[config.mk]
export PLATFORM = sky130hd
export DESIGN_NAME = tomasulo_regs_cdb_jump_flat
export DESIGN_NICKNAME = d
export VERILOG_FILES = /design/src/rtl/tomasulo_regs_cdb_jump_if.sv /design/src/rtl/tomasulo_regs_cdb_jump.sv /design/src/flat_wrapper.sv
export SDC_FILE = /design/constraint.sdc
export NUM_CORES = 2
export LEC_CHECK = 0
export CORE_MARGIN = 10
export CORE_UTILIZATION = 60
export DETAILED_ROUTE_END_ITERATION = 6
export PLACE_DENSITY = 0.8
export SETUP_SLACK_MARGIN = 0.02
export SYNTH_ARGS = -nofsm -noshare
export SYNTH_HDL_FRONTEND = slang
export SYNTH_SLANG_ARGS = --single-unit
[constraint.sdc]
create_clock -name clk -period 9.15 [get_ports clk]
set_clock_uncertainty 0.05 [all_clocks]
set_input_delay 0.915 -clock clk [delete_from_list [all_inputs] [get_ports clk]]
set_output_delay 0.915 -clock clk [all_outputs]
set_load 0.02 [all_outputs]
[src/rtl/tomasulo_regs_cdb_jump_if.sv]
// Bus bundle for the Tomasulo front-end: issue/rename, register read ports,
// CDB request/grant/broadcast and jump resolver signals.
interface tomasulo_regs_cdb_jump_if #(
    parameter int TAG_W = 8,
    parameter int XLEN  = 32,
    parameter int AW    = 5
);
    logic                  i_issue;
    logic [AW-1:0]         i_waddr;
    logic [TAG_W-1:0]      i_w_tag;
    logic [AW-1:0]         i_raddr_a;
    logic [AW-1:0]         i_raddr_b;
    logic [TAG_W+XLEN-1:0] o_rdata_a;
    logic [TAG_W+XLEN-1:0] o_rdata_b;

    logic                  i_alu_req;
    logic                  i_mul_req;
    logic                  i_div_req;
    logic                  i_ls_req;
    logic [TAG_W+XLEN-1:0] i_alu_in;
    logic [TAG_W+XLEN-1:0] i_mul_in;
    logic [TAG_W+XLEN-1:0] i_div_in;
    logic [TAG_W+XLEN-1:0] i_ls_in;
    logic                  o_alu_gnt;
    logic                  o_mul_gnt;
    logic                  o_div_gnt;
    logic                  o_ls_gnt;
    logic [TAG_W+XLEN:0]   o_cdb;

    logic                  i_branch_issue;
    logic                  i_ujump_issue;
    logic [3:0]            i_jump_op;
    logic [XLEN-1:0]       i_imm;
    logic [XLEN-1:0]       i_pc;
    logic [XLEN-1:0]       o_pc_jump;
    logic [XLEN-1:0]       o_pcp4;
    logic                  o_to_jump;
    logic                  o_jump_stall;

    modport slave (
        input  i_issue, i_waddr, i_w_tag, i_raddr_a, i_raddr_b,
        output o_rdata_a, o_rdata_b,
        input  i_alu_req, i_mul_req, i_div_req, i_ls_req,
        input  i_alu_in, i_mul_in, i_div_in, i_ls_in,
        output o_alu_gnt, o_mul_gnt, o_div_gnt, o_ls_gnt, o_cdb,
        input  i_branch_issue, i_ujump_issue, i_jump_op, i_imm, i_pc,
        output o_pc_jump, o_pcp4, o_to_jump, o_jump_stall
    );

    modport master (
        output i_issue, i_waddr, i_w_tag, i_raddr_a, i_raddr_b,
        input  o_rdata_a, o_rdata_b,
        output i_alu_req, i_mul_req, i_div_req, i_ls_req,
        output i_alu_in, i_mul_in, i_div_in, i_ls_in,
        input  o_alu_gnt, o_mul_gnt, o_div_gnt, o_ls_gnt, o_cdb,
        output i_branch_issue, i_ujump_issue, i_jump_op, i_imm, i_pc,
        input  o_pc_jump, o_pcp4, o_to_jump, o_jump_stall
    );
endinterface

[src/rtl/tomasulo_regs_cdb_jump.sv]
// Tomasulo front-end: tagged register file with CDB bypass, fixed-priority
// registered CDB arbiter, and a jump/branch resolver that stalls on pending operands.
module tomasulo_regs_cdb_jump #(
    parameter int NREGS = 32,
    parameter int TAG_W = 8,
    parameter int XLEN  = 32,
    parameter int AW    = $clog2(NREGS)
) (
    input  logic                      clk,
    input  logic                      rst_n,
    tomasulo_regs_cdb_jump_if.slave   bus
);
    localparam int EW = TAG_W + XLEN;

    logic [TAG_W-1:0] r_tag  [NREGS];
    logic [XLEN-1:0]  r_data [NREGS];
    logic             r_cdb_valid;
    logic [TAG_W-1:0] r_cdb_tag;
    logic [XLEN-1:0]  r_cdb_data;

    logic [3:0]       w_gnt;
    logic [EW-1:0]    w_win;
    logic             w_cdb_hit;
    logic [EW-1:0]    w_rdata_a;
    logic [EW-1:0]    w_rdata_b;
    logic             w_uj;
    logic             w_br;
    logic             w_is_jal;
    logic             w_rdy1;
    logic             w_rdy2;
    logic             w_need1;
    logic             w_need2;
    logic             w_stall;
    logic             w_cond;
    logic             w_ujump_wb;
    logic [XLEN-1:0]  w_rs1;
    logic [XLEN-1:0]  w_rs2;
    logic [XLEN-1:0]  w_pcp4;
    logic [XLEN-1:0]  w_target;

    // Fixed priority: ALU > mul > div > ls
    always_comb begin
        w_gnt = 4'b0000;
        w_win = '0;
        if (bus.i_alu_req) begin
            w_gnt[0] = 1'b1;
            w_win    = bus.i_alu_in;
        end else if (bus.i_mul_req) begin
            w_gnt[1] = 1'b1;
            w_win    = bus.i_mul_in;
        end else if (bus.i_div_req) begin
            w_gnt[2] = 1'b1;
            w_win    = bus.i_div_in;
        end else if (bus.i_ls_req) begin
            w_gnt[3] = 1'b1;
            w_win    = bus.i_ls_in;
        end
    end

    assign bus.o_alu_gnt = w_gnt[0];
    assign bus.o_mul_gnt = w_gnt[1];
    assign bus.o_div_gnt = w_gnt[2];
    assign bus.o_ls_gnt  = w_gnt[3];

    always_ff @(posedge clk or negedge rst_n) begin
        if (!rst_n) begin
            r_cdb_valid <= 1'b0;
            r_cdb_tag   <= '0;
            r_cdb_data  <= '0;
        end else begin
            r_cdb_valid <= |w_gnt;
            r_cdb_tag   <= w_win[EW-1:XLEN];
            r_cdb_data  <= w_win[XLEN-1:0];
        end
    end

    assign bus.o_cdb = {r_cdb_valid, r_cdb_tag, r_cdb_data};
    assign w_cdb_hit = r_cdb_valid && (r_cdb_tag != '0);

    function automatic logic [EW-1:0] read_port(input logic [AW-1:0] addr);
        logic [EW-1:0] val;
        if (addr == '0) begin
            val = '0;
        end else if (w_cdb_hit && (r_tag[addr] == r_cdb_tag)) begin
            val = {{TAG_W{1'b0}}, r_cdb_data};
        end else begin
            val = {r_tag[addr], r_data[addr]};
        end
        return val;
    endfunction

    assign w_rdata_a     = read_port(bus.i_raddr_a);
    assign w_rdata_b     = read_port(bus.i_raddr_b);
    assign bus.o_rdata_a = w_rdata_a;
    assign bus.o_rdata_b = w_rdata_b;

    // Operands come through the bypassed read ports, so tag 0 already means ready.
    assign w_rs1  = w_rdata_a[XLEN-1:0];
    assign w_rs2  = w_rdata_b[XLEN-1:0];
    assign w_rdy1 = (w_rdata_a[EW-1:XLEN] == '0);
    assign w_rdy2 = (w_rdata_b[EW-1:XLEN] == '0);

    assign w_uj     = bus.i_ujump_issue;
    assign w_br     = bus.i_branch_issue & ~bus.i_ujump_issue;
    assign w_is_jal = (bus.i_jump_op == 4'b1001);
    assign w_need1  = (w_uj & ~w_is_jal) | w_br;
    assign w_need2  = w_br;
    assign w_stall  = (w_uj | w_br) & ((w_need1 & ~w_rdy1) | (w_need2 & ~w_rdy2));

    always_comb begin
        w_cond = 1'b0;
        case (bus.i_jump_op[2:0])
            3'b000:  w_cond = (w_rs1 == w_rs2);
            3'b001:  w_cond = (w_rs1 != w_rs2);
            3'b100:  w_cond = ($signed(w_rs1) <  $signed(w_rs2));
            3'b101:  w_cond = ($signed(w_rs1) >= $signed(w_rs2));
            3'b110:  w_cond = (w_rs1 <  w_rs2);
            3'b111:  w_cond = (w_rs1 >= w_rs2);
            default: w_cond = 1'b0;
        endcase
    end

    assign w_pcp4   = bus.i_pc + XLEN'(4);
    assign w_target = (w_uj & ~w_is_jal) ? ((w_rs1 + bus.i_imm) & ~XLEN'(1))
                                         : (bus.i_pc + bus.i_imm);

    assign bus.o_pcp4       = w_pcp4;
    assign bus.o_pc_jump    = w_target;
    assign bus.o_jump_stall = w_stall;
    assign bus.o_to_jump    = ~w_stall & (w_uj | (w_br & w_cond));
    assign w_ujump_wb       = w_uj & ~w_stall;

    // Later assignments win: CDB clear, then issue rename, then link writeback.
    always_ff @(posedge clk or negedge rst_n) begin
        if (!rst_n) begin
            for (int i = 0; i < NREGS; i++) begin
                r_tag[i]  <= '0;
                r_data[i] <= '0;
            end
        end else begin
            for (int i = 1; i < NREGS; i++) begin
                if (w_cdb_hit && (r_tag[i] == r_cdb_tag)) begin
                    r_data[i] <= r_cdb_data;
                    r_tag[i]  <= '0;
                end
                if (bus.i_issue && (bus.i_waddr == AW'(i))) begin
                    r_tag[i] <= bus.i_w_tag;
                end
                if (w_ujump_wb && (bus.i_waddr == AW'(i))) begin
                    r_tag[i]  <= '0;
                    r_data[i] <= w_pcp4;
                end
            end
        end
    end
endmodule

[src/flat_wrapper.sv]
// flat-port wrapper written by rule: the top's interface ports become plain ports
module tomasulo_regs_cdb_jump_flat 
#(
    parameter int NREGS = 32,
    parameter int TAG_W = 8,
    parameter int XLEN  = 32,
    parameter int AW    = $clog2(NREGS)
)
  (clk, rst_n, bus_i_issue, bus_i_waddr, bus_i_w_tag, bus_i_raddr_a, bus_i_raddr_b, bus_o_rdata_a, bus_o_rdata_b, bus_i_alu_req, bus_i_mul_req, bus_i_div_req, bus_i_ls_req, bus_i_alu_in, bus_i_mul_in, bus_i_div_in, bus_i_ls_in, bus_o_alu_gnt, bus_o_mul_gnt, bus_o_div_gnt, bus_o_ls_gnt, bus_o_cdb, bus_i_branch_issue, bus_i_ujump_issue, bus_i_jump_op, bus_i_imm, bus_i_pc, bus_o_pc_jump, bus_o_pcp4, bus_o_to_jump, bus_o_jump_stall);
  tomasulo_regs_cdb_jump_if #(.TAG_W(TAG_W), .XLEN(XLEN), .AW(AW)) bus_i ();
  input  logic clk;
  input  logic rst_n;
  input wire logic [$bits(bus_i.i_issue)-1:0] bus_i_issue;
  input wire logic [$bits(bus_i.i_waddr)-1:0] bus_i_waddr;
  input wire logic [$bits(bus_i.i_w_tag)-1:0] bus_i_w_tag;
  input wire logic [$bits(bus_i.i_raddr_a)-1:0] bus_i_raddr_a;
  input wire logic [$bits(bus_i.i_raddr_b)-1:0] bus_i_raddr_b;
  output wire logic [$bits(bus_i.o_rdata_a)-1:0] bus_o_rdata_a;
  output wire logic [$bits(bus_i.o_rdata_b)-1:0] bus_o_rdata_b;
  input wire logic [$bits(bus_i.i_alu_req)-1:0] bus_i_alu_req;
  input wire logic [$bits(bus_i.i_mul_req)-1:0] bus_i_mul_req;
  input wire logic [$bits(bus_i.i_div_req)-1:0] bus_i_div_req;
  input wire logic [$bits(bus_i.i_ls_req)-1:0] bus_i_ls_req;
  input wire logic [$bits(bus_i.i_alu_in)-1:0] bus_i_alu_in;
  input wire logic [$bits(bus_i.i_mul_in)-1:0] bus_i_mul_in;
  input wire logic [$bits(bus_i.i_div_in)-1:0] bus_i_div_in;
  input wire logic [$bits(bus_i.i_ls_in)-1:0] bus_i_ls_in;
  output wire logic [$bits(bus_i.o_alu_gnt)-1:0] bus_o_alu_gnt;
  output wire logic [$bits(bus_i.o_mul_gnt)-1:0] bus_o_mul_gnt;
  output wire logic [$bits(bus_i.o_div_gnt)-1:0] bus_o_div_gnt;
  output wire logic [$bits(bus_i.o_ls_gnt)-1:0] bus_o_ls_gnt;
  output wire logic [$bits(bus_i.o_cdb)-1:0] bus_o_cdb;
  input wire logic [$bits(bus_i.i_branch_issue)-1:0] bus_i_branch_issue;
  input wire logic [$bits(bus_i.i_ujump_issue)-1:0] bus_i_ujump_issue;
  input wire logic [$bits(bus_i.i_jump_op)-1:0] bus_i_jump_op;
  input wire logic [$bits(bus_i.i_imm)-1:0] bus_i_imm;
  input wire logic [$bits(bus_i.i_pc)-1:0] bus_i_pc;
  output wire logic [$bits(bus_i.o_pc_jump)-1:0] bus_o_pc_jump;
  output wire logic [$bits(bus_i.o_pcp4)-1:0] bus_o_pcp4;
  output wire logic [$bits(bus_i.o_to_jump)-1:0] bus_o_to_jump;
  output wire logic [$bits(bus_i.o_jump_stall)-1:0] bus_o_jump_stall;
  assign bus_i.i_issue = bus_i_issue;
  assign bus_i.i_waddr = bus_i_waddr;
  assign bus_i.i_w_tag = bus_i_w_tag;
  assign bus_i.i_raddr_a = bus_i_raddr_a;
  assign bus_i.i_raddr_b = bus_i_raddr_b;
  assign bus_o_rdata_a = bus_i.o_rdata_a;
  assign bus_o_rdata_b = bus_i.o_rdata_b;
  assign bus_i.i_alu_req = bus_i_alu_req;
  assign bus_i.i_mul_req = bus_i_mul_req;
  assign bus_i.i_div_req = bus_i_div_req;
  assign bus_i.i_ls_req = bus_i_ls_req;
  assign bus_i.i_alu_in = bus_i_alu_in;
  assign bus_i.i_mul_in = bus_i_mul_in;
  assign bus_i.i_div_in = bus_i_div_in;
  assign bus_i.i_ls_in = bus_i_ls_in;
  assign bus_o_alu_gnt = bus_i.o_alu_gnt;
  assign bus_o_mul_gnt = bus_i.o_mul_gnt;
  assign bus_o_div_gnt = bus_i.o_div_gnt;
  assign bus_o_ls_gnt = bus_i.o_ls_gnt;
  assign bus_o_cdb = bus_i.o_cdb;
  assign bus_i.i_branch_issue = bus_i_branch_issue;
  assign bus_i.i_ujump_issue = bus_i_ujump_issue;
  assign bus_i.i_jump_op = bus_i_jump_op;
  assign bus_i.i_imm = bus_i_imm;
  assign bus_i.i_pc = bus_i_pc;
  assign bus_o_pc_jump = bus_i.o_pc_jump;
  assign bus_o_pcp4 = bus_i.o_pcp4;
  assign bus_o_to_jump = bus_i.o_to_jump;
  assign bus_o_jump_stall = bus_i.o_jump_stall;
  tomasulo_regs_cdb_jump #(.NREGS(NREGS), .TAG_W(TAG_W), .XLEN(XLEN), .AW(AW)) u_core (.clk(clk), .rst_n(rst_n), .bus(bus_i));
endmodule
Word-level counts from Yosys, hierarchy flattened:

Cells that the tools add are included.

* output and inout bits: 191
* input port bits: 260
* flip-flop bits (word level): 1281

* bitwise logic cells: 19
* add/subtract/negate cells: 3
* eq/ne operators: 72
* reductions and logical operators: 165
* mux-type cells: 184
* $lt $le $gt $ge: 6

Operator list (number)
* 2-to-1 mux 32 bit: 67
* 2-to-1 mux 8 bit: 97
* binary-select mux 32 bit (select 5 bit): 2
* 2-to-1 mux 40 bit: 8
* == test 8 bit: 33
* logical AND 1 bit: 96
* nonzero test 3 bit: 31
* binary-select mux 8 bit (select 5 bit): 2
* == test 5 bit (second input constant): 16
* adder 32 bit: 2
* >= comparator 32 bit: 2
* less-than comparator 32 bit: 2
* nonzero test 2 bit: 31
* == test 5 x 4 -> 1 bit (second input constant): 8
* adder 32 x 3 -> 32 bit (second input constant): 1
* == test 32 bit: 1
* != test 32 bit: 1
* == test 5 x 3 -> 1 bit (second input constant): 4
* logical NOT 8 bit: 2
* == test 3 bit (second input constant): 4
* >= comparator 6 bit (second input constant): 2
* inverter 5 -> 6 bit: 2
* == test 5 x 2 -> 1 bit (second input constant): 2
* logical NOT 5 bit: 2
* other kinds (13): 31

Logic depth before layout (Yosys ltp):

* depth after elaboration: 17
* gate-level depth with buffers: 32
* gate-level depth less buffers: 24

Worst setup path after synthesis:

Ideal clock, no wire load.

* path type: input port to output port
* start point: input port bus_i_raddr_a[0]
* end point: output port bus_o_pc_jump[31]
* arrival time: 7.564 ns
* slack: 0.621 ns
* data required time: 8.185 ns
* stages on the path: 26
* cell sequence: buf_6 buf_6 buf_2 buf_1 buf_1 buf_1 buf_1 mux4_2 mux4_2 mux2i_1 o21ai_0 ha_1 a21o_1 a21oi_1 nor2b_1 o21ai_0 nand2_1 a21o_1 a31oi_1 mux2i_1 a41oi_2 o21ai_1 a21oi_2 o21ai_1 a311o_1 nor3_1

* word-level cells in the longest chain between the ends: 10

RTL lines
* from (decl): line flat_wrapper.sv:16 `input wire logic [$bits(bus_i.i_raddr_a)-1:0] bus_i_raddr_a;`
* inverter 5 -> 6 bit (not written as such): line tomasulo_regs_cdb_jump.sv:84, tomasulo_regs_cdb_jump.sv:87
* binary-select mux 8 bit (select 5 bit): line tomasulo_regs_cdb_jump.sv:84 `end else if (w_cdb_hit && (r_tag[addr] == r_cdb_tag)) begin`
* 2-to-1 mux 8 bit (not written as such) (2 in series): line tomasulo_regs_cdb_jump.sv:84
* == test 8 bit: line tomasulo_regs_cdb_jump.sv:84
* logical AND 1 bit: line tomasulo_regs_cdb_jump.sv:84
* 2-to-1 mux 40 bit: line tomasulo_regs_cdb_jump.sv:84
* 2-to-1 mux 40 bit (*): line tomasulo_regs_cdb_jump.sv:82 `if (addr == '0) begin`
* via bus_o_rdata_a[6]: line flat_wrapper.sv:18 `output wire logic [$bits(bus_i.o_rdata_a)-1:0] bus_o_rdata_a;`
* adder 32 bit (*): line tomasulo_regs_cdb_jump.sv:124 `assign w_target = (w_uj & ~w_is_jal) ? ((w_rs1 + bus.i_imm) & ~XLEN'(1))`
* 2-to-1 mux 32 bit (*): line tomasulo_regs_cdb_jump.sv:124
* to (decl): line flat_wrapper.sv:38 `output wire logic [$bits(bus_i.o_pc_jump)-1:0] bus_o_pc_jump;`

Mark *: on every way through the listed nets, which the timed path passes. The rest lies on a longest branch. The select of a mux whose other input is x is not followed.

Final worst setup path:

* start point: input port bus_i_raddr_b[3]
* end point: output port bus_o_to_jump

* word-level cells in the longest chain between the ends: 15

RTL lines
* from (decl): line flat_wrapper.sv:17 `input wire logic [$bits(bus_i.i_raddr_b)-1:0] bus_i_raddr_b;`
* inverter 5 -> 6 bit (not written as such): line tomasulo_regs_cdb_jump.sv:84, tomasulo_regs_cdb_jump.sv:87
* binary-select mux 8 bit (select 5 bit): line tomasulo_regs_cdb_jump.sv:84, tomasulo_regs_cdb_jump.sv:87
* 2-to-1 mux 8 bit (not written as such) (2 in series): line tomasulo_regs_cdb_jump.sv:84, tomasulo_regs_cdb_jump.sv:87
* == test 8 bit: line tomasulo_regs_cdb_jump.sv:84
* logical AND 1 bit: line tomasulo_regs_cdb_jump.sv:84
* 2-to-1 mux 40 bit: line tomasulo_regs_cdb_jump.sv:84
* 2-to-1 mux 40 bit (*): line tomasulo_regs_cdb_jump.sv:82
* parallel branches: the longest is 6 deep, another holds >= comparator 32 bit
* bitwise AND 1 bit (*): line tomasulo_regs_cdb_jump.sv:130 `assign bus.o_to_jump = ~w_stall & (w_uj | (w_br & w_cond));`
* to (decl): line flat_wrapper.sv:40 `output wire logic [$bits(bus_i.o_to_jump)-1:0] bus_o_to_jump;`

Mark *: on every way between the ends. The select of a mux whose other input is x is not followed.

==> flow_metrics.tcl <==
set metrics [dict create \
    wirelength_um 384300 \
    synth-edff-count 0 \
    status "complete, but fails checks" \
    synth_top_area_share 0.3748 \
    hold-worst-slack_ns -0.009696 \
    p_sw_mw 10.48 \
    antenna_found_initial 23 \
    io_pins 451 \
    final_area_um2 97760 \
    yosysWarnings 40 \
    end_kind "output pin" \
    cp_max_fo 21 \
    firstDrtPassIters 7 \
    drv_cap 0 \
    synth.area.top_cells "dfrtp_1 37%, mux4_2 18%, mux2i_1 13%" \
    fp.coreArea_um2 141600 \
    row_count 138 \
    cts_buffers 145 \
    cp_top_family "buffers and inverters" \
    post-route-period-util 1.001 \
    synth_flop_cell "dfrtp_1" \
    grt-ovfl-total 0 \
    start_util 0.6040 \
    preCtsSetupSlack_ns -0.1190 \
    cts_max_path_buffers 3 \
    p_seq_frac 0.371 \
    die_x_um 397.5 \
    syn-num-nets 8466 \
    place_inst 9964 \
    rsz0062_at_grt "false" \
    place_area_um2 92770 \
    dpl.hpwl_um 241400 \
    nFillCells 10240 \
    setup-violations-final 1 \
    yosys.area.top_type "dfrtp_1" \
    regToRegStartpoint "u_core.r_tag[164]" \
    hp-class "primary input to asynchronous set/reset pin" \
    place_congestion 1.071 \
    clkLatencyLatePin_ns 0.83 \
    violations "design-rule violations, negative hold slack, negative setup slack" \
    cp_num_buf_inv 7 \
    finalWorstSetupSlack_ns -0.008403 \
    startpoint_type "primary input" \
    grt.total_usage 0.4745 \
    final_layout_size_suffix_gt1_frac 0.1784 \
    vdd_ir_drop_max_mv 0.2047 \
    synth-seq-area-share 0.3748 \
    syn_area_per_cell_um2 10.54 \
    vias_per_cell 7.503 \
    fmax_mhz 109.2 \
    cts_hold_buf 0 \
    first_global_vias 75230 \
    clkSinkCount 1281 \
    portBuffers 450 \
    clk_pin_slew_worst_paths_ns 0.06 \
    cp_slowest_stage_delay_ns 0.70 \
    syn_inst 8112 \
    drt-initial-drc-count 12980 \
    async_reset_ff_frac 1.000 \
    leakage_nw 46.21 \
    drv_slew 0 \
    syn_to_final_growth_pct 14.31 \
    vias 76810 \
    maxSlewHeadroom 0.06657 \
    min_period_ns 9.158 \
    wire_per_inst_um 37.54 \
    required_ns 8.19 \
    worstMarginPinSlew_ns 1.386 \
    finalSetupTns_ns -0.008403 \
    cts-root-buf "clkbuf_16" \
    crit_top_cell "buf_4" \
    crit_type "primary input to output pin" \
    cp.arrival_ns 8.19 \
    worst_path_max_delay_cell "buf_4" \
    dieArea_um2 158000 \
    setup.worst_path.start "bus_i_raddr_b[3]" \
    h-tree-depth 4 \
    hold_viol 4 \
    tritoncts "built" \
    die_h_um 397.5 \
    nNetsFinal 8578 \
    ys_types 86 \
    synth_area_um2 85520 \
    switching_share 0.3778 \
    antenna_left 0 \
    layoutNonFillerInstCount 10240 \
    p_comb_frac 0.409 \
    powerDensity_nw_per_um2 283.8 \
    grt_max_degree 176 \
    grt_pass1_wl_um 541400 \
    p_clk_frac 0.220 \
    total_power_mw 27.74 \
    ys_ff_latch 1281 \
    p_int_mw 17.26 \
    drc 13 \
    path_cells "clkdlybuf4s50_1, inv_4, buf_4, buf_4, mux4_2, mux2i_1, nor2_1, a21oi_1, ha_1, nand2_1, or3_1, nor3_2, and3_1, a21oi_1, o221ai_2, a21oi_1, buf_4, o21ai_1, buf_4, o31a_1, mux2i_1, and3_1, o41ai_2, dlymetal6s2s_1" \
    fin_util 0.6905 \
]
==> cell usage in the layout (no fill, tap or decap), types with 147 or more instances in the layout <==
| cell type | count |
|---|---|
| mux2i_1 | 1137 |
| buf_4 | 323 |
| clkdlybuf4s50_1 | 436 |
| dfrtp_1 | 1273 |
| xor2_1 | 275 |
| a22o_1 | 178 |
| inv_1 | 147 |
| o21ai_0 | 185 |
| nor2_1 | 1140 |
| clkbuf_16 | 147 |
| nand2_1 | 223 |
| mux4_2 | 672 |
| a21oi_1 | 1110 |
==> area by class of cell <==
cell class                      instances  area (um2)  share of cell area
Clock buffer                          219        4309             0.04408
Antenna cell                            8       20.02           0.0002048
Tap cell                             1890        2365             0.02419
Timing Repair Buffer                  801        7570             0.07743
Inverter                              150       568.0            0.005811
Multi-Input combinational cell       5845       50270              0.5142
Sequential cell                      1281       32070              0.3280
Clock inverter                         44       594.3            0.006079
==> cell families (layout without fill, tap and decap cells) <==
logic type,count (synthesis),after routing,share of synthesized area
AOI/OAI and AO/OA,1832,1832,0.1263
DFF,1281,1281,0.3748
adders and majority gates,97,97,0.01429
other,0,8,0
buffers and inverters,986,1214,0.04799
muxes,1875,1875,0.3188
and+or+nand+nor,1707,1707,0.08363
xor gates and xnor gates,334,334,0.03421
==> flip-flops by register name (all words and copies together) (netlist names) <==
name                flops
u_core.r_tag          248
u_core.r_cdb_tag        8
u_core.r_cdb_valid      1
u_core.r_data         992
u_core.r_cdb_data      32
==> final timing paths <==
check	end	slack [ns]	cells after the start
worst min register to register	u_core.r_tag[38]	0.53	2
worst max-delay path	bus_o_to_jump	-0.008	24
worst max register to register	u_core.r_data[551]	2.13	16
min in group clk	u_core.r_tag[38]	0.53	2
worst min-delay path	u_core.r_tag[127]	-0.01	1
max in group asynchronous	u_core.r_data[573]	6.60	3
==> power by group through the flow <==
stage | clock network (mW) | logic (mW) | registers [mW]
2_1_floorplan | 0 | 7.48 | 9.32
3_3_place_gp | 0 | 10.6 | 9.90
3_5_place_dp | 0 | 10.9 | 10.1
4_1_cts | 6.06 | 11.0 | 10.1
5_1_grt | 6.31 | 11.9 | 10.4
6_report | 6.11 | 11.3 | 10.3
==> cells in the mapped netlist (149+ instances only) <==
master / instances
clkbuf_1: 529
nand2_1: 254
a22o_1: 178
a21oi_1: 1110
xor2_1: 284
mux4_2: 672
dfrtp_1: 1281
o21ai_0: 187
nor2_1: 1142
inv_1: 149
buf_2: 160
mux2i_1: 1138
==> metal layers <==
layer  up-vias  track usage  wire length (um)
met5         -     0.009682               379
li1      29970            -                 -
met1     37530       0.5767            127900
met4        22       0.3320             34170
met2      7146       0.6563            157500
met3      2147       0.2316             64340
==> repair_timing <==
| item | CTS | global route |
|---|---|---|
| endpoints found under the hold margin | 0 | 0 |
| resized for setup | 1 | 6 |
| setup buffers | 3 | 0 |
| pin swaps | 1 | 0 |
| setup endpoints to repair | 1 | 1 |
| cloned | 0 | 0 |
Power figures use the tool's default switching activity.
